<file path="src/rtl/audio_pkg.sv">
// rtl/audio_pkg.sv - shared audio constants and types for the sample buffer
package audio_pkg;
    localparam int sample_width_c   = 24;
    localparam int underrun_width_c = 16;
    localparam bit mode_mono_c      = 1'b0;
    localparam bit mode_stereo_c    = 1'b1;

    typedef logic [sample_width_c-1:0] sample_t;
endpackage

</file>
<file path="src/rtl/i2s_sample_buffer_if.sv">
// rtl/i2s_sample_buffer_if.sv - producer stream, frame clock and held output words
interface i2s_sample_buffer_if #(
    parameter int width_p = 24,
    parameter int depth_p = 8
);
    import audio_pkg::*;

    localparam int count_w_lp = $clog2(depth_p) + 1;

    logic                        valid_i;
    logic [width_p-1:0]          data_i;
    logic                        ready_o;
    logic                        lrclk_i;
    logic [width_p-1:0]          data_l_o;
    logic [width_p-1:0]          data_r_o;
    logic [count_w_lp-1:0]       count_o;
    logic                        underrun_o;
    logic [underrun_width_c-1:0] underrun_count_o;

    modport master (
        output valid_i, data_i, lrclk_i,
        input  ready_o, data_l_o, data_r_o, count_o, underrun_o, underrun_count_o
    );

    modport slave (
        input  valid_i, data_i, lrclk_i,
        output ready_o, data_l_o, data_r_o, count_o, underrun_o, underrun_count_o
    );
endinterface

</file>
<file path="src/rtl/fifo_sync_1r1w.sv">
// rtl/fifo_sync_1r1w.sv - single-clock FIFO with wrap-bit pointers
module fifo_sync_1r1w #(
    parameter int width_p = 24,
    parameter int depth_p = 8
) (
    input  logic                       clk,
    input  logic                       rst_n,
    input  logic                       wr_en,
    input  logic [width_p-1:0]         wr_data,
    input  logic                       rd_en,
    output logic [width_p-1:0]         rd_data,
    output logic                       full,
    output logic                       empty,
    output logic [$clog2(depth_p):0]   count
);
    localparam int addr_w_lp = $clog2(depth_p);
    localparam logic [addr_w_lp:0] ptr_one_lp = 1;

    logic [addr_w_lp:0] wr_ptr;
    logic [addr_w_lp:0] rd_ptr;
    logic [width_p-1:0] mem [depth_p];
    logic               do_wr;
    logic               do_rd;

    assign empty = (wr_ptr == rd_ptr);
    assign full  = (wr_ptr[addr_w_lp] != rd_ptr[addr_w_lp]) &&
                   (wr_ptr[addr_w_lp-1:0] == rd_ptr[addr_w_lp-1:0]);
    assign count = wr_ptr - rd_ptr;

    // Read side never sees the same-cycle write, so an empty FIFO stays empty for the pop.
    assign do_wr   = wr_en && !full;
    assign do_rd   = rd_en && !empty;
    assign rd_data = mem[rd_ptr[addr_w_lp-1:0]];

    always_ff @(posedge clk) begin
        if (do_wr) begin
            mem[wr_ptr[addr_w_lp-1:0]] <= wr_data;
        end
    end

    always_ff @(posedge clk or negedge rst_n) begin
        if (!rst_n) begin
            wr_ptr <= '0;
            rd_ptr <= '0;
        end else begin
            if (do_wr) wr_ptr <= wr_ptr + ptr_one_lp;
            if (do_rd) rd_ptr <= rd_ptr + ptr_one_lp;
        end
    end
endmodule

</file>
<file path="src/rtl/i2s_sample_buffer.sv">
// rtl/i2s_sample_buffer.sv - elastic sample FIFO released by the I2S frame clock
module i2s_sample_buffer
    import audio_pkg::*;
#(
    parameter int width_p  = sample_width_c,
    parameter int depth_p  = 8,
    parameter bit stereo_p = mode_mono_c
) (
    input  logic                clk_i,
    input  logic                reset_ni,
    i2s_sample_buffer_if.slave  bus
);
    localparam logic [underrun_width_c-1:0] uc_one_lp = 1;
    localparam logic [underrun_width_c-1:0] uc_max_lp = '1;

    logic                        lrclk_s1, lrclk_s2, lrclk_s3;
    logic [1:0]                  arm_cnt;
    logic                        armed;
    logic                        fall_q, rise_q;
    logic                        pop_l, pop_r, pop_req;
    logic                        fifo_full, fifo_empty;
    logic [width_p-1:0]          fifo_rdata;
    logic [width_p-1:0]          data_l_q, data_r_q;
    logic                        underrun_q;
    logic [underrun_width_c-1:0] underrun_cnt_q;

    fifo_sync_1r1w #(
        .width_p (width_p),
        .depth_p (depth_p)
    ) u_fifo (
        .clk     (clk_i),
        .rst_n   (reset_ni),
        .wr_en   (bus.valid_i),
        .wr_data (bus.data_i),
        .rd_en   (pop_req),
        .rd_data (fifo_rdata),
        .full    (fifo_full),
        .empty   (fifo_empty),
        .count   (bus.count_o)
    );

    // Strobes stay masked until the edge register holds a post-reset sample,
    // so an lrclk already high at reset release is not seen as a rising edge.
    assign armed = (arm_cnt == 2'd3);

    always_ff @(posedge clk_i or negedge reset_ni) begin
        if (!reset_ni) begin
            lrclk_s1 <= 1'b0;
            lrclk_s2 <= 1'b0;
            lrclk_s3 <= 1'b0;
            arm_cnt  <= 2'd0;
            fall_q   <= 1'b0;
            rise_q   <= 1'b0;
        end else begin
            lrclk_s1 <= bus.lrclk_i;
            lrclk_s2 <= lrclk_s1;
            lrclk_s3 <= lrclk_s2;
            if (!armed) arm_cnt <= arm_cnt + 2'd1;
            fall_q   <= armed &&  lrclk_s3 && !lrclk_s2;
            rise_q   <= armed && !lrclk_s3 &&  lrclk_s2;
        end
    end

    // Mono: the left-slot edge feeds both channels. Stereo: each edge feeds its own slot.
    assign pop_l   = fall_q;
    assign pop_r   = stereo_p ? rise_q : fall_q;
    assign pop_req = pop_l || pop_r;

    always_ff @(posedge clk_i or negedge reset_ni) begin
        if (!reset_ni) begin
            data_l_q       <= '0;
            data_r_q       <= '0;
            underrun_q     <= 1'b0;
            underrun_cnt_q <= '0;
        end else begin
            underrun_q <= pop_req && fifo_empty;
            if (pop_req && !fifo_empty) begin
                if (pop_l) data_l_q <= fifo_rdata;
                if (pop_r) data_r_q <= fifo_rdata;
            end
            if (pop_req && fifo_empty && (underrun_cnt_q != uc_max_lp)) begin
                underrun_cnt_q <= underrun_cnt_q + uc_one_lp;
            end
        end
    end

    assign bus.ready_o          = !fifo_full;
    assign bus.data_l_o         = data_l_q;
    assign bus.data_r_o         = data_r_q;
    assign bus.underrun_o       = underrun_q;
    assign bus.underrun_count_o = underrun_cnt_q;
endmodule

</file>
<file path="src/flat_wrapper.sv">
// flat-port wrapper written by rule: the top's interface ports become plain ports
module i2s_sample_buffer_flat import audio_pkg::*;
#(
    parameter int width_p  = sample_width_c,
    parameter int depth_p  = 8,
    parameter bit stereo_p = mode_mono_c
)
  (clk_i, reset_ni, bus_valid_i, bus_data_i, bus_lrclk_i, bus_ready_o, bus_data_l_o, bus_data_r_o, bus_count_o, bus_underrun_o, bus_underrun_count_o);
  i2s_sample_buffer_if #(.width_p(width_p), .depth_p(depth_p)) bus_i ();
  input  logic clk_i;
  input  logic reset_ni;
  input wire logic [$bits(bus_i.valid_i)-1:0] bus_valid_i;
  input wire logic [$bits(bus_i.data_i)-1:0] bus_data_i;
  input wire logic [$bits(bus_i.lrclk_i)-1:0] bus_lrclk_i;
  output wire logic [$bits(bus_i.ready_o)-1:0] bus_ready_o;
  output wire logic [$bits(bus_i.data_l_o)-1:0] bus_data_l_o;
  output wire logic [$bits(bus_i.data_r_o)-1:0] bus_data_r_o;
  output wire logic [$bits(bus_i.count_o)-1:0] bus_count_o;
  output wire logic [$bits(bus_i.underrun_o)-1:0] bus_underrun_o;
  output wire logic [$bits(bus_i.underrun_count_o)-1:0] bus_underrun_count_o;
  assign bus_i.valid_i = bus_valid_i;
  assign bus_i.data_i = bus_data_i;
  assign bus_i.lrclk_i = bus_lrclk_i;
  assign bus_ready_o = bus_i.ready_o;
  assign bus_data_l_o = bus_i.data_l_o;
  assign bus_data_r_o = bus_i.data_r_o;
  assign bus_count_o = bus_i.count_o;
  assign bus_underrun_o = bus_i.underrun_o;
  assign bus_underrun_count_o = bus_i.underrun_count_o;
  i2s_sample_buffer #(.width_p(width_p), .depth_p(depth_p), .stereo_p(stereo_p)) u_core (.clk_i(clk_i), .reset_ni(reset_ni), .bus(bus_i));
endmodule
</file>
<file path="config.mk">
export PLATFORM = sky130hd
export DESIGN_NAME = i2s_sample_buffer_flat
export DESIGN_NICKNAME = d
export VERILOG_FILES = /design/src/rtl/audio_pkg.sv /design/src/rtl/i2s_sample_buffer_if.sv /design/src/rtl/fifo_sync_1r1w.sv /design/src/rtl/i2s_sample_buffer.sv /design/src/flat_wrapper.sv
export SDC_FILE = /design/constraint.sdc
export NUM_CORES = 1
export LEC_CHECK = 0
export CAP_MARGIN = 20
export CORE_UTILIZATION = 57
export DETAILED_ROUTE_END_ITERATION = 12
export GPL_ROUTABILITY_DRIVEN = 0
export PLACE_DENSITY = 0.84
export RECOVER_POWER = 50
export SLEW_MARGIN = 20
export SYNTH_ARGS = -nofsm -noshare
export SYNTH_HDL_FRONTEND = slang
export SYNTH_HIERARCHICAL = 1
export SYNTH_SLANG_ARGS = --single-unit
</file>
<file path="constraint.sdc">
create_clock -name clk_i -period 6.18 [get_ports clk_i]
set_input_delay 1.545 -clock clk_i [delete_from_list [all_inputs] [get_ports clk_i]]
set_output_delay 1.545 -clock clk_i [all_outputs]
set_load 0.1 [all_outputs]
</file>
==> results of run 1 <==
-- metrics by stage --
step | util [%] | worst slack [ns] | std cells | hold WS, ns
6_report | 68.44 | 1.321 | 884 | 0.3650
4_1_cts | 68.55 | 1.230 | 884 | 0.3667
3_5_place_dp | 64.36 | 1.753 | 839 | 0.3403
5_1_grt | 68.44 | 0.8792 | 884 | 0.3709
2_1_floorplan | - | 1.736 | 551 | 0.3312
3_3_place_gp | 64.28 | 1.815 | 839 | 0.3524
-- metal layers --
| metal | GRT usage, % | up-vias |
|---|---|---|
| met5 | 0 | - |
| met4 | 7.428 | 0 |
| met3 | 3.439 | 38 |
| met2 | 37.62 | 213 |
| li1 | - | 2265 |
| met1 | 30.46 | 2616 |
-- final timing paths --
kind | slack, ns | endpoint
max in group asynchronous | 1.79 | u_core/u_fifo/rd_ptr[0]
worst max-delay path | 1.32 | bus_count_o[3]
worst max register to register | 1.84 | u_core/u_fifo/mem[1][8]
worst min-delay path | 0.37 | u_core/lrclk_s2
min in group asynchronous | 2.18 | u_core/bus.data_r_o[11]
worst min register to register | 0.37 | u_core/lrclk_s2
-- synthesized netlist by cell type, types with 3 or more instances --
library cell               instances
sky130_fd_sc_hd__buf_2            11
sky130_fd_sc_hd__buf_4            24
sky130_fd_sc_hd__buf_6             6
sky130_fd_sc_hd__clkbuf_1          3
sky130_fd_sc_hd__dfrtp_1          55
sky130_fd_sc_hd__edfxtp_1        192
sky130_fd_sc_hd__ha_1              7
sky130_fd_sc_hd__inv_1            11
sky130_fd_sc_hd__mux2_2           29
sky130_fd_sc_hd__mux4_1           21
sky130_fd_sc_hd__mux4_2           27
sky130_fd_sc_hd__nand2_1          85
sky130_fd_sc_hd__nand3_1           8
sky130_fd_sc_hd__nand4_1           5
sky130_fd_sc_hd__nor2_1           12
sky130_fd_sc_hd__nor3_1            6
sky130_fd_sc_hd__xnor2_1          13
sky130_fd_sc_hd__xor2_1            9
-- sequential cells by signal, indices dropped and copies added (netlist names), 2 cells and up --
signal	count
u_core/u_fifo/wr_ptr	4
u_core/arm_cnt	2
u_core/u_fifo/rd_ptr	4
u_core/u_fifo/mem	192
u_core/bus.underrun_count_o	16
u_core/bus.data_r_o	24
-- cell type report --
cell class | instances | area (um2) | share of cell area [%]
clock inverter | 11 | 60.06 | 0.5109
timing repair buffer | 107 | 1030 | 8.760
tap | 225 | 281.5 | 2.395
sequential | 247 | 7147 | 60.80
multi-input combinational | 248 | 2532 | 21.54
clock buffer | 34 | 659.4 | 5.609
inverter | 12 | 45.04 | 0.3832
-- critical path, delay by kind of cell, from the launching register on --
family                   cells  cell delay (ns)
buffers and inverters        3             1.44
adder cells (fa/ha/maj)      1             0.66
flip-flops                   1             0.32
AO/OA/AOI/OAI                1             0.20
XOR/XNOR                     1             0.16
-- cells by family after synthesis --
| group | count (synthesis) | synth area share (%) |
|---|---|---|
| flip-flops | 247 | 71.51 |
| AND/OR/NAND/NOR | 130 | 5.989 |
| adder cells (fa/ha/maj) | 8 | 1.077 |
| XOR/XNOR | 23 | 2.092 |
| multiplexers | 78 | 14.98 |
| AO/OA/AOI/OAI | 9 | 0.7518 |
| buffers and inverters | 56 | 3.595 |
==> results.rst, run 1 <==
.. list-table::
   :header-rows: 1

   * - Metric
     - Value
   * - Result of the run
     - finished with violations
   * - Violated checks
     - capacitance limit, slew limit
   * - Slowest stage delay, CP
     - slightly above 0.8 ns
   * - Tcrit/Tclk final
     - 78.62%
   * - DRC marker count from the first detailed-route iteration
     - 454
   * - Flip-flop and latch count after synthesis
     - ~250
   * - Instance count along the most critical hold path
     - 0
   * - Post-cts resize count
     - 0
   * - Later-pin clock latency in the skew report
     - between 0.5 and 0.6 ns
   * - Via/cell ratio
     - 5.805
   * - Tightest Pin Transition
     - approximately 3.2 ns
   * - Synth Warn #
     - 6
   * - Routed vias
     - approximately 5,000
   * - Detailed-router iteration count before antenna repair
     - 5
   * - Post-synthesis cell area
     - between 9000 and 10,000 um2
   * - Critical path type
     - flop to primary output
   * - Sequential share of the synthesized area
     - 71.51%
   * - Crit-path slowest cell
     - sky130_fd_sc_hd__clkinv_1
   * - Clk root buf
     - sky130_fd_sc_hd__clkbuf_16
   * - Total Neg Setup Slack
     - 0 ns
   * - Top post-synthesis cells by area
     - sky130_fd_sc_hd__edfxtp_1 (58%), sky130_fd_sc_hd__dfrtp_1 (14%), sky130_fd_sc_hd__mux4_2 (6.1%)
   * - Overall overflow remaining after global route
     - 0
   * - Clock Path Buffers
     - 3
   * - Setup repair after global routing missed its margin
     - false
   * - Most frequent standard cell in the layout excluding fill and tap cells
     - sky130_fd_sc_hd__edfxtp_1
   * - Maximum clock rate
     - about 200 MHz
   * - Startpoint Class
     - flop
   * - Number of buffers created by CTS
     - 25
   * - Initial antenna violation count
     - 0
   * - Cell area reported after detailed placement
     - 11,050 um2
   * - Post-Route M1 WL
     - about 7800 um
   * - Average instance area after synthesis
     - ~18 um2
   * - Met2 WL
     - between 9000 and 10,000 um
   * - Area of the die
     - around 18,000 um2
   * - Area fraction of the dominant cell type after synthesis
     - about 58%
   * - Cell repeated most along the worst path
     - sky130_fd_sc_hd__buf_4
   * - Total setup violations reported at the end of the flow
     - 0
   * - H-tree level count
     - 1
   * - Final #Nets
     - 677
   * - Relative area change from synthesis to final layout
     - 17.70%
   * - Post-Route WL
     - ~19,000 um
   * - Launching element of the worst setup path
     - u_core/u_fifo/rd_ptr[2]
   * - Buffers added on ports
     - a little under 100
   * - CTS sink count
     - 247
   * - Largest net degree at the start of global routing
     - 56
   * - Hold wc startpoint
     - u_core/lrclk_s1
   * - Critical Path, Cell by Cell
     - buf_4, clkinv_1, ha_1, a21oi_1, xnor2_1, buf_4
   * - Post-Route Skew
     - 0.01200 ns
   * - Number of max-slew violations in the final report
     - 56
   * - Clock input transition at the sequential cells of the worst setup and hold paths
     - about 0.060 ns
   * - Horizontal extent of the die
     - about 130 um
   * - Worst Hold Class
     - flop to flop
   * - Highest metal layer with signal wires
     - met4
   * - First-pass GRT wire length
     - 30,130 um
   * - Metal3 WL
     - between 1000 and 1500 um
   * - Worst EP required
     - 4.64 ns
   * - Detailed-route wire length per cell
     - around 21 um
   * - Finished layout cell area
     - 11,760 um2
   * - Kind of end point of the critical path
     - primary output
   * - Y dimension of the die
     - 134.4 um
   * - Area of the core
     - ~17,000 um2
   * - Filler cells
     - around 1,100
   * - ANT nets after route
     - 0
   * - Gate count after technology mapping
     - between 500 and 600
   * - Ant diodes
     - 0
   * - Post-detailed-placement half-perimeter wirelength
     - 10,980 um
   * - Max-cap violation count
     - 1
   * - Depth of the worst register-to-register path
     - 7
   * - Residual DRC
     - 0
   * - Max-Slew Margin vs Limit
     - -110.4%
   * - Proportion of layout cells with a drive suffix above 1
     - 18.21%
   * - Asr flop ratio synth
     - between 20% and 30%
   * - Via count of the first global-routing pass
     - 5,398
   * - Maximum fanout along the worst path
     - 26
   * - Top library cells by usage in the layout, fill and taps aside
     - sky130_fd_sc_hd__edfxtp_1 (192), sky130_fd_sc_hd__nand2_1 (85), sky130_fd_sc_hd__dfrtp_1 (53)
   * - Global-route usage over all layers
     - ~22%
   * - Row count
     - 48
   * - Initial core utilization
     - roughly 58%
   * - Number of distinct library cells after synthesis
     - 40
   * - Synth Net Count
     - between 500 and 600
   * - Launching point of the worst reg2reg path
     - u_core/u_fifo/rd_ptr[2]
   * - Final Hold Vio Count
     - 0
   * - Number of top-level design ports
     - between 90 and 100
   * - Shortest clock period the worst path allows after layout
     - roughly 5 ns
   * - Arrival time of the worst setup path
     - around 3.3 ns
   * - CTS tree
     - built
   * - Dominant register cell in the synthesized netlist
     - sky130_fd_sc_hd__edfxtp_1
   * - Number of buffers inserted for hold repair after clock tree synthesis
     - 0
   * - Number of setup buffers added after CTS
     - 0
   * - Cell type contributing the most total cell area after synthesis
     - sky130_fd_sc_hd__edfxtp_1
   * - Post-synth EDFFs
     - between 150 and 200
Power of run 1 is left out: the tool's default activity adds up to more than one toggle a clock period on the data nets, which glitch-free logic cannot reach.
==> inputs of run 2 (changes only) <==
==> constraint.sdc (replaced) <==
create_clock -name clk_i -period 5.1 [get_ports clk_i]
set_input_delay 1.275 -clock clk_i [delete_from_list [all_inputs] [get_ports clk_i]]
set_output_delay 1.275 -clock clk_i [all_outputs]
set_load 0.1 [all_outputs]
==> run 2 against run 1 <==
  * The flow now finishes without violations
  * Sequential share of layout area fell by 0.87 points
  * First-iteration DRC count grew 4.6%
  * Via count grew 1.9%
  * Clock skew is 0.0010 ns higher
  * Critical path depth decreased by 2
  * Cell count grew 0.34%
  * Count of clock-buffer cells in the layout down 7
  * Global-route usage increased by 0.22 points
  * Setup slack improved by 0.10 ns
  * Register-to-register slack hardly changed
  * Sequential cell count is the same
  * Wire length grew 3.7%
==> results.rst, run 2 (synthesized netlist as in run 1, its figures left out) <==
.. list-table::
   :header-rows: 1

   * - Metric
     - Value
   * - Result of the run
     - finished, final reports clean
   * - Worst EP required
     - approximately 3.8 ns
   * - Detailed-router iteration count before antenna repair
     - 5
   * - Relative area change from synthesis to final layout
     - 19.42%
   * - Critical Path, Cell by Cell
     - buf_4, fa_1, inv_1, buf_4
   * - Clock input transition at the sequential cells of the worst setup and hold paths
     - 0.06 ns
   * - Kind of end point of the critical path
     - primary output
   * - Launching point of the worst reg2reg path
     - u_core/u_fifo/rd_ptr[2]
   * - Capture point of the worst path
     - bus_count_o[1]
   * - Total Neg Setup Slack
     - 0 ns
   * - Layer with the highest usage
     - met2
   * - Proportion of layout cells with a drive suffix above 1
     - between 10% and 20%
   * - Residual DRC
     - 0
   * - Clock Path Buffers
     - 3
   * - First-pass GRT wire length
     - 30,110 um
   * - Tcrit/Tclk final
     - ~70%
   * - Number of standard cells in the final layout excluding fillers
     - approximately 890
   * - Shortest clock period the worst path allows after layout
     - 3.675 ns
   * - Most frequent standard cell in the layout excluding fill and tap cells
     - sky130_fd_sc_hd__edfxtp_1
   * - Clk root buf
     - sky130_fd_sc_hd__clkbuf_16
   * - Via/cell ratio
     - 5.893
   * - Arrival time of the worst setup path
     - about 2.4 ns
   * - Maximum clock rate
     - between 200 and 300 MHz
   * - Post-Route Skew
     - approximately 0.013 ns
   * - Total setup violations reported at the end of the flow
     - 0
   * - GR met1 Demand/Resource
     - between 20% and 30%
   * - Setup repair after global routing missed its margin
     - false
   * - Routed vias
     - 5,227
   * - Horizontal extent of the die
     - about 130 um
   * - Number of top-level design ports
     - 98
   * - Initial antenna violation count
     - 0
   * - DRC marker count from the first detailed-route iteration
     - ~480
   * - Cell repeated most along the worst path
     - sky130_fd_sc_hd__buf_4
   * - Number of flip-flops in the largest register
     - around 190
   * - Ant diodes
     - 0
   * - R2R setup slack
     - ~1.8 ns
   * - Detailed-route wire length per cell
     - 22.14 um
   * - Number of buffers created by CTS
     - 24
   * - Top library cells by usage in the layout, fill and taps aside
     - sky130_fd_sc_hd__edfxtp_1 (192), sky130_fd_sc_hd__nand2_1 (85), sky130_fd_sc_hd__clkdlybuf4s50_1 (66)
   * - Critical path type
     - flop to primary output
   * - Crit-path slowest cell
     - sky130_fd_sc_hd__buf_4
   * - Area of the die
     - 18,050 um2
   * - Number of buffers inserted for hold repair after clock tree synthesis
     - 0
   * - Post-Route WL
     - approximately 20,000 um
   * - Via count of the first global-routing pass
     - about 5,400
   * - Largest net degree at the start of global routing
     - between 50 and 60
   * - Row count
     - 48
   * - Post-detailed-placement half-perimeter wirelength
     - ~12,000 um
   * - Number of setup buffers added after CTS
     - 0
   * - H-tree level count
     - 1
   * - Global-route usage over all layers
     - between 20% and 30%
   * - Final #Nets
     - roughly 700
   * - Reg2reg end
     - u_core/u_fifo/mem[1][22]
   * - CTS sink count
     - ~250
   * - CTS tree
     - built
   * - Overall overflow remaining after global route
     - 0
   * - Post-placement cell count
     - about 840
   * - Area of the core
     - 17,180 um2
   * - Post-layout util
     - between 60 and 70%
   * - Worst Hold Class
     - flop to flop
   * - Buffers added on ports
     - between 90 and 100
   * - Launching element of the worst setup path
     - u_core/u_fifo/rd_ptr[1]
   * - Met3 routing resource usage after global routing
     - roughly 3.9%
   * - Maximum fanout along the worst path
     - between 50 and 60
   * - Y dimension of the die
     - between 100 and 150 um
   * - Number of max-slew violations in the final report
     - 0
   * - Depth of the worst register-to-register path
     - 7
   * - Startpoint Class
     - flop
   * - Post-cts resize count
     - 0
   * - Initial core utilization
     - roughly three fifths
   * - Slowest stage delay, CP
     - between 0.5 and 0.6 ns
   * - ANT nets after route
     - 0
   * - Routing usage on met2
     - 38.17%
   * - Later-pin clock latency in the skew report
     - roughly 0.52 ns
   * - Final Hold Vio Count
     - 0
   * - Max-Slew Margin vs Limit
     - about 29%
   * - Max-cap violation count
     - 0
   * - Tightest Pin Transition
     - 1.050 ns
-- run 2: cell count changes in the layout (fill, tap and decap cells not counted), sizes merged --
cell / previous run / this run
buf: 13 / 17
bufinv: 0 / 5
clkbuf: 35 / 31
clkinv: 10 / 9
clkdlybuf4s50: 48 / 66
dlygate4sd3: 45 / 25
clkinvlp: 1 / 2
-- run 2: layout make-up --
class / count / area (um2)
Clock buffer: 27 / 633.1
Clock inverter: 16 / 219.0
Fill cell: 1050 / 5250
Inverter: 12 / 45.04
Multi-Input combinational cell: 248 / 2510
Sequential cell: 247 / 7147
Tap cell: 225 / 281.5
Timing Repair Buffer: 112 / 1091
-- run 2: worst max-delay path, delay by kind of cell, from the launching register on --
family,cells,cell delay [ns]
buffers and inverters,3,0.97
adders and majority gates,1,0.54
DFF,1,0.36
-- run 2: per-layer routing --
metal,vias up,wire length [um]
li1,2276,-
met1,2660,7489
met2,243,10180
met3,48,1362
met4,0,614
met5,-,0
-- run 2: how the worst min path moves through the flow --
| stage | startpoint | end | slack, ns | depth (start not counted) |
|---|---|---|---|---|
| final | u_core/lrclk_s1 | u_core/lrclk_s2 | 0.36 | 0 |
| after global routing | u_core/lrclk_s1 | u_core/lrclk_s2 | 0.37 | 0 |
| after CTS | u_core/lrclk_s1 | u_core/lrclk_s2 | 0.36 | 0 |
| after detailed placement | u_core/lrclk_s1 | u_core/lrclk_s2 | 0.34 | 0 |
| after global placement | u_core/lrclk_s1 | u_core/lrclk_s2 | 0.35 | 0 |
| after floorplan | u_core/lrclk_s1 | u_core/lrclk_s2 | 0.33 | 0 |
-- run 2: stage by stage --
stage / area, um2 / hold WS [ns] / setup slack [ns]
4_1_cts: 11960 / 0.3611 / 1.369
5_1_grt: 11930 / 0.3683 / 1.323
6_report: 11930 / 0.3591 / 1.425
2_1_floorplan: 9987 / 0.3312 / 0.7265
3_5_place_dp: 11110 / 0.3435 / 1.467
3_3_place_gp: 11110 / 0.3456 / 1.574
Power of run 2 is left out for the same reason.
==> edit 1: new RTL, settings of run 1 <==
Make the reset (`reset_ni` and `rst_n`) synchronous in 3 clocked blocks.
--- a/src/rtl/fifo_sync_1r1w.sv
+++ b/src/rtl/fifo_sync_1r1w.sv
@@ -38,7 +38,7 @@
         end
     end
 
-    always_ff @(posedge clk or negedge rst_n) begin
+    always_ff @(posedge clk) begin
         if (!rst_n) begin
             wr_ptr <= '0;
             rd_ptr <= '0;
--- a/src/rtl/i2s_sample_buffer.sv
+++ b/src/rtl/i2s_sample_buffer.sv
@@ -43,7 +43,7 @@
     // so an lrclk already high at reset release is not seen as a rising edge.
     assign armed = (arm_cnt == 2'd3);
 
-    always_ff @(posedge clk_i or negedge reset_ni) begin
+    always_ff @(posedge clk_i) begin
         if (!reset_ni) begin
             lrclk_s1 <= 1'b0;
             lrclk_s2 <= 1'b0;
@@ -66,7 +66,7 @@
     assign pop_r   = stereo_p ? rise_q : fall_q;
     assign pop_req = pop_l || pop_r;
 
-    always_ff @(posedge clk_i or negedge reset_ni) begin
+    always_ff @(posedge clk_i) begin
         if (!reset_ni) begin
             data_l_q       <= '0;
             data_r_q       <= '0;
Formal check against the unedited RTL: differs if reset_ni is asserted again (counterexample within 4 cycles, from zero or initial values and one cycle with reset_ni low); with reset_ni held inactive, the same outputs for 10 cycles.
==> edit 1 against run 1 <==
  * Critical path type unchanged
  * Hold slack gained 0.066 ns
  * Synthesized cell count grew 9.4%
  * Worst setup slack gained 0.18 ns
  * Largest cell class unchanged
  * Wire length grew 2.4%
  * The flow still finishes with violations (capacitance limit, slew limit)
  * Cell area grew 0.92%
  * Final cell count grew 5.5%
  * Clock skew shrank 0.0022 ns
  * Area after synthesis grew 0.64%
  * Sequential cell count grew 3
==> edit 1: results (changes against run 1) <==
* Status: complete, but fails checks
* Failing checks: capacitance limit, slew limit
* Slew Limit Fails at 76 (+36%)
* Non-clock inverter total of the final layout at 11 (-1)
* Sequential area share after synthesis at 68.9% (-2.6 points)
* FF+latch area at 0.00693 sq mm (-3.0%)
* Plain + repair buffers at 111 (+3.7%)
* Vias in the first global route at 5501 (+1.9%)
* RR Endpoint: u_core/u_fifo/mem[0][15]$_DFFE_PP_
* Critical path arrival at 3.13 ns (-0.18 ns)
* Min-Delay Endpoint: u_core/fall_q$_SDFF_PN0_
* Critical Path Start: u_core/u_fifo/wr_ptr[0]$_SDFFE_PN0P_
* First-pass GRT wire length at 29.9 mm (-0.85%)
* Non-clk buf share at 8.95% (+0.19 points)
* Multi-input gate share of total cell area at 23.3% (+1.8 points)
* Max Cap Viol at 3 (+2)
* Final instance area at 0.0119 sq mm (+0.92%)
* Setup crit end: bus_count_o[2]
* Hold Path Stages at 1 (+1)
* Share of cells above drive strength 1 at 17.0% (-1.2 points)
* CLK BUF at 38 (+12%)
* Synthesized Nets at 639 (+8.9%)
* CP max stage delay at 1.15 ns (+0.34 ns)
* Clk_skew at 0.00983 ns (-0.00216 ns)
* Initial DRC count at 446 (-1.8%)
* Synth area leaders: edfxtp_1 (57%), dfxtp_1 (12%), mux4_2 (8.1%)
* Dpl ws at 2.08 ns (+0.327 ns)
* #MultiIn Comb at 289 (+17%)
edit 1: report_power, final:
part | total [mW] | internal (mW) | leakage (nW) | switching, mW
Sequential | 1.86 | 1.85 | 2.21 | 0.0125
Combinational | 0.145 | 0.0563 | 1.20 | 0.0889
Clock | 1.43 | 0.837 | 0.385 | 0.589
Total | 3.43 | 2.74 | 3.80 | 0.690
edit 1: per-layer routing:
metal,GRT usage (%),part of all wire (%)
met1,29.3,41
met2,37.9,51
met3,3.53,6.8
met4,6.99,1.8
met5,0,0.067
edit 1: cell families (layout without fill, tap and decap cells):
group	count (synthesis)	count (layout)	synth area share, %
fa+ha+maj	8	8	1.07
compound gates	56	56	3.24
simple gates	136	136	6.72
other cells	0	1	0
xor+xnor	12	12	1.12
flops	250	250	68.9
buf+inv	64	168	3.80
mux	77	77	15.1
==> edit 2: new RTL, flow settings as in run 1 <==
Without the edit above. `depth_p` is set to 8 in 4 places; all go to 16.
--- a/src/rtl/i2s_sample_buffer_if.sv
+++ b/src/rtl/i2s_sample_buffer_if.sv
@@ -1,7 +1,7 @@
 // rtl/i2s_sample_buffer_if.sv - producer stream, frame clock and held output words
 interface i2s_sample_buffer_if #(
     parameter int width_p = 24,
-    parameter int depth_p = 8
+    parameter int depth_p = 16
 );
     import audio_pkg::*;
 
--- a/src/rtl/fifo_sync_1r1w.sv
+++ b/src/rtl/fifo_sync_1r1w.sv
@@ -1,7 +1,7 @@
 // rtl/fifo_sync_1r1w.sv - single-clock FIFO with wrap-bit pointers
 module fifo_sync_1r1w #(
     parameter int width_p = 24,
-    parameter int depth_p = 8
+    parameter int depth_p = 16
 ) (
     input  logic                       clk,
     input  logic                       rst_n,
--- a/src/rtl/i2s_sample_buffer.sv
+++ b/src/rtl/i2s_sample_buffer.sv
@@ -3,7 +3,7 @@
     import audio_pkg::*;
 #(
     parameter int width_p  = sample_width_c,
-    parameter int depth_p  = 8,
+    parameter int depth_p  = 16,
     parameter bit stereo_p = mode_mono_c
 ) (
     input  logic                clk_i,
--- a/src/flat_wrapper.sv
+++ b/src/flat_wrapper.sv
@@ -2,7 +2,7 @@
 module i2s_sample_buffer_flat import audio_pkg::*;
 #(
     parameter int width_p  = sample_width_c,
-    parameter int depth_p  = 8,
+    parameter int depth_p  = 16,
     parameter bit stereo_p = mode_mono_c
 )
   (clk_i, reset_ni, bus_valid_i, bus_data_i, bus_lrclk_i, bus_ready_o, bus_data_l_o, bus_data_r_o, bus_count_o, bus_underrun_o, bus_underrun_count_o);
Interface: changed (resized bus_count_o); port bits go from 98 to 99. The function was not compared with the original's and may differ.
==> edit 2 against run 1 <==
  * The flow still finishes with violations (capacitance limit, slew limit)
  * Sequential cell count rose by 194
  * Die area rose by 75%
  * Count of clock-buffer cells in the layout up 20
  * Via count rose by 70%
  * Cell area up 72%
  * Wire length is 83% higher
  * First-iteration DRC count increased by 59%
  * Area after synthesis is 76% higher
  * Worst setup slack got worse by 0.36 ns
  * Hold slack worse by 0.0066 ns
==> edit 2: results (changes against run 1) <==
* Status: complete, but fails checks
* Failing checks: capacitance limit, slew limit
* Synth top cells by count: edfxtp_1 (384), mux2i_1 (73), mux4_2 (72), dfrtp_1 (57), o21ai_1 (38)
* Port Buffers at 98 (+1.0%)
* XOR/XNOR Fraction of Synth Area at 1.25% (-0.85 points)
* Post-synth EDFFs at 384 (+100%)
* Final nets at 1027 (+52%)
* Slew @ Worst Pin at 2.18 ns (-0.979 ns)
* Clock-cell share of area at 7.13% (+1.0 points)
* Sequential area share after synthesis at 73.7% (+2.2 points)
* Setup crit end: bus_count_o[4]
* #MultiIn Comb at 368 (+48%)
* Critical path arrival at 3.68 ns (+0.37 ns)
* Synthesized-area fraction occupied by adder cells at 0.896% (-0.18 points)
* Routed WL at 34.7 mm (+83%)
* Non-clock inverter total of the final layout at 11 (-1)
* Non-filler instance count after layout at 1411 (+60%)
* Slew Limit Fails at 53 (-5.4%)
* Share of cells above drive strength 1 at 22.8% (+4.6 points)
* Plain + repair buffers at 121 (+13%)
* Clock sink total at 441 (+79%)
* Number of flip-flops in the largest register at 384 (+100%)
* DP Cell Count at 1331 (+59%)
* Synth area leaders: edfxtp_1 (66%), mux4_2 (9.2%), dfrtp_1 (8.1%)
* Worst reg-to-reg path cell count at 8 (+1)
* Largest net degree at the start of global routing at 124 (+120%)
* Seq area share at 64.1% (+3.3 points)
* Filler cell count at 1838 (+70%)
* R2r setup slk at 1.07 ns (-0.77 ns)
* CTS buffer count at 44 (+76%)
* Detail Placement HPWL at 18.1 mm (+65%)
* Crit-path max FO at 27 (+3.8%)
* Syn Inst Count at 889 (+61%)
* Max Cap Viol at 2 (+1)
* Critical Path Start: u_core/u_fifo/rd_ptr[3]$_DFFE_PN0P_
* GRT Total Usage at 22.8% (+0.34 points)
* RR Endpoint: u_core/u_fifo/mem[15][11]$_DFFE_PP_
* Synth async-reset ratio at 12.9% (-9.3 points)
* Synthesized Nets at 929 (+58%)
* H-tree depth at 2 (+1)
* Clk_skew at 0.0121 ns (+0.000127 ns)
* Vias in the first global route at 9013 (+67%)
* Initial DRC count at 720 (+59%)
* Multi-input logic area at 0.00413 sq mm (+63%)
* Synth Area in Compound Gates at 3.63% (+2.9 points)
* Vias at 8725 (+70%)
edit 2: cell types whose count changed in the layout (fill, tap and decap cells not counted), sizes merged, moves of 20 or more:
cell	before	now
edfxtp	192	384
mux2i	1	73
nand2	85	18
o21ai	4	52
a221oi	0	24
mux4	48	72
clkbuf	35	56
clkdlybuf4s50	48	69
dlygate4sd3	45	25
edit 2: per-stage QoR:
step                hold slack [ns]  instance area, sq um  worst slack (ns)
floorplan                     0.331                 17600              1.54
global route                  0.372                 20200             0.783
CTS                           0.361                 20200              1.58
global placement              0.348                 18800              2.14
finish                        0.358                 20200             0.957
detailed placement            0.338                 18800              2.15
edit 2: per-layer routing:
| metal | routed length, microns | global-route usage [%] | part of all wire [%] |
|---|---|---|---|
| met1 | 13900 | 30.4 | 40 |
| met2 | 17700 | 38.6 | 51 |
| met3 | 2200 | 3.58 | 6.3 |
| met4 | 911 | 7.34 | 2.6 |
| met5 | 27 | 0 | 0.078 |
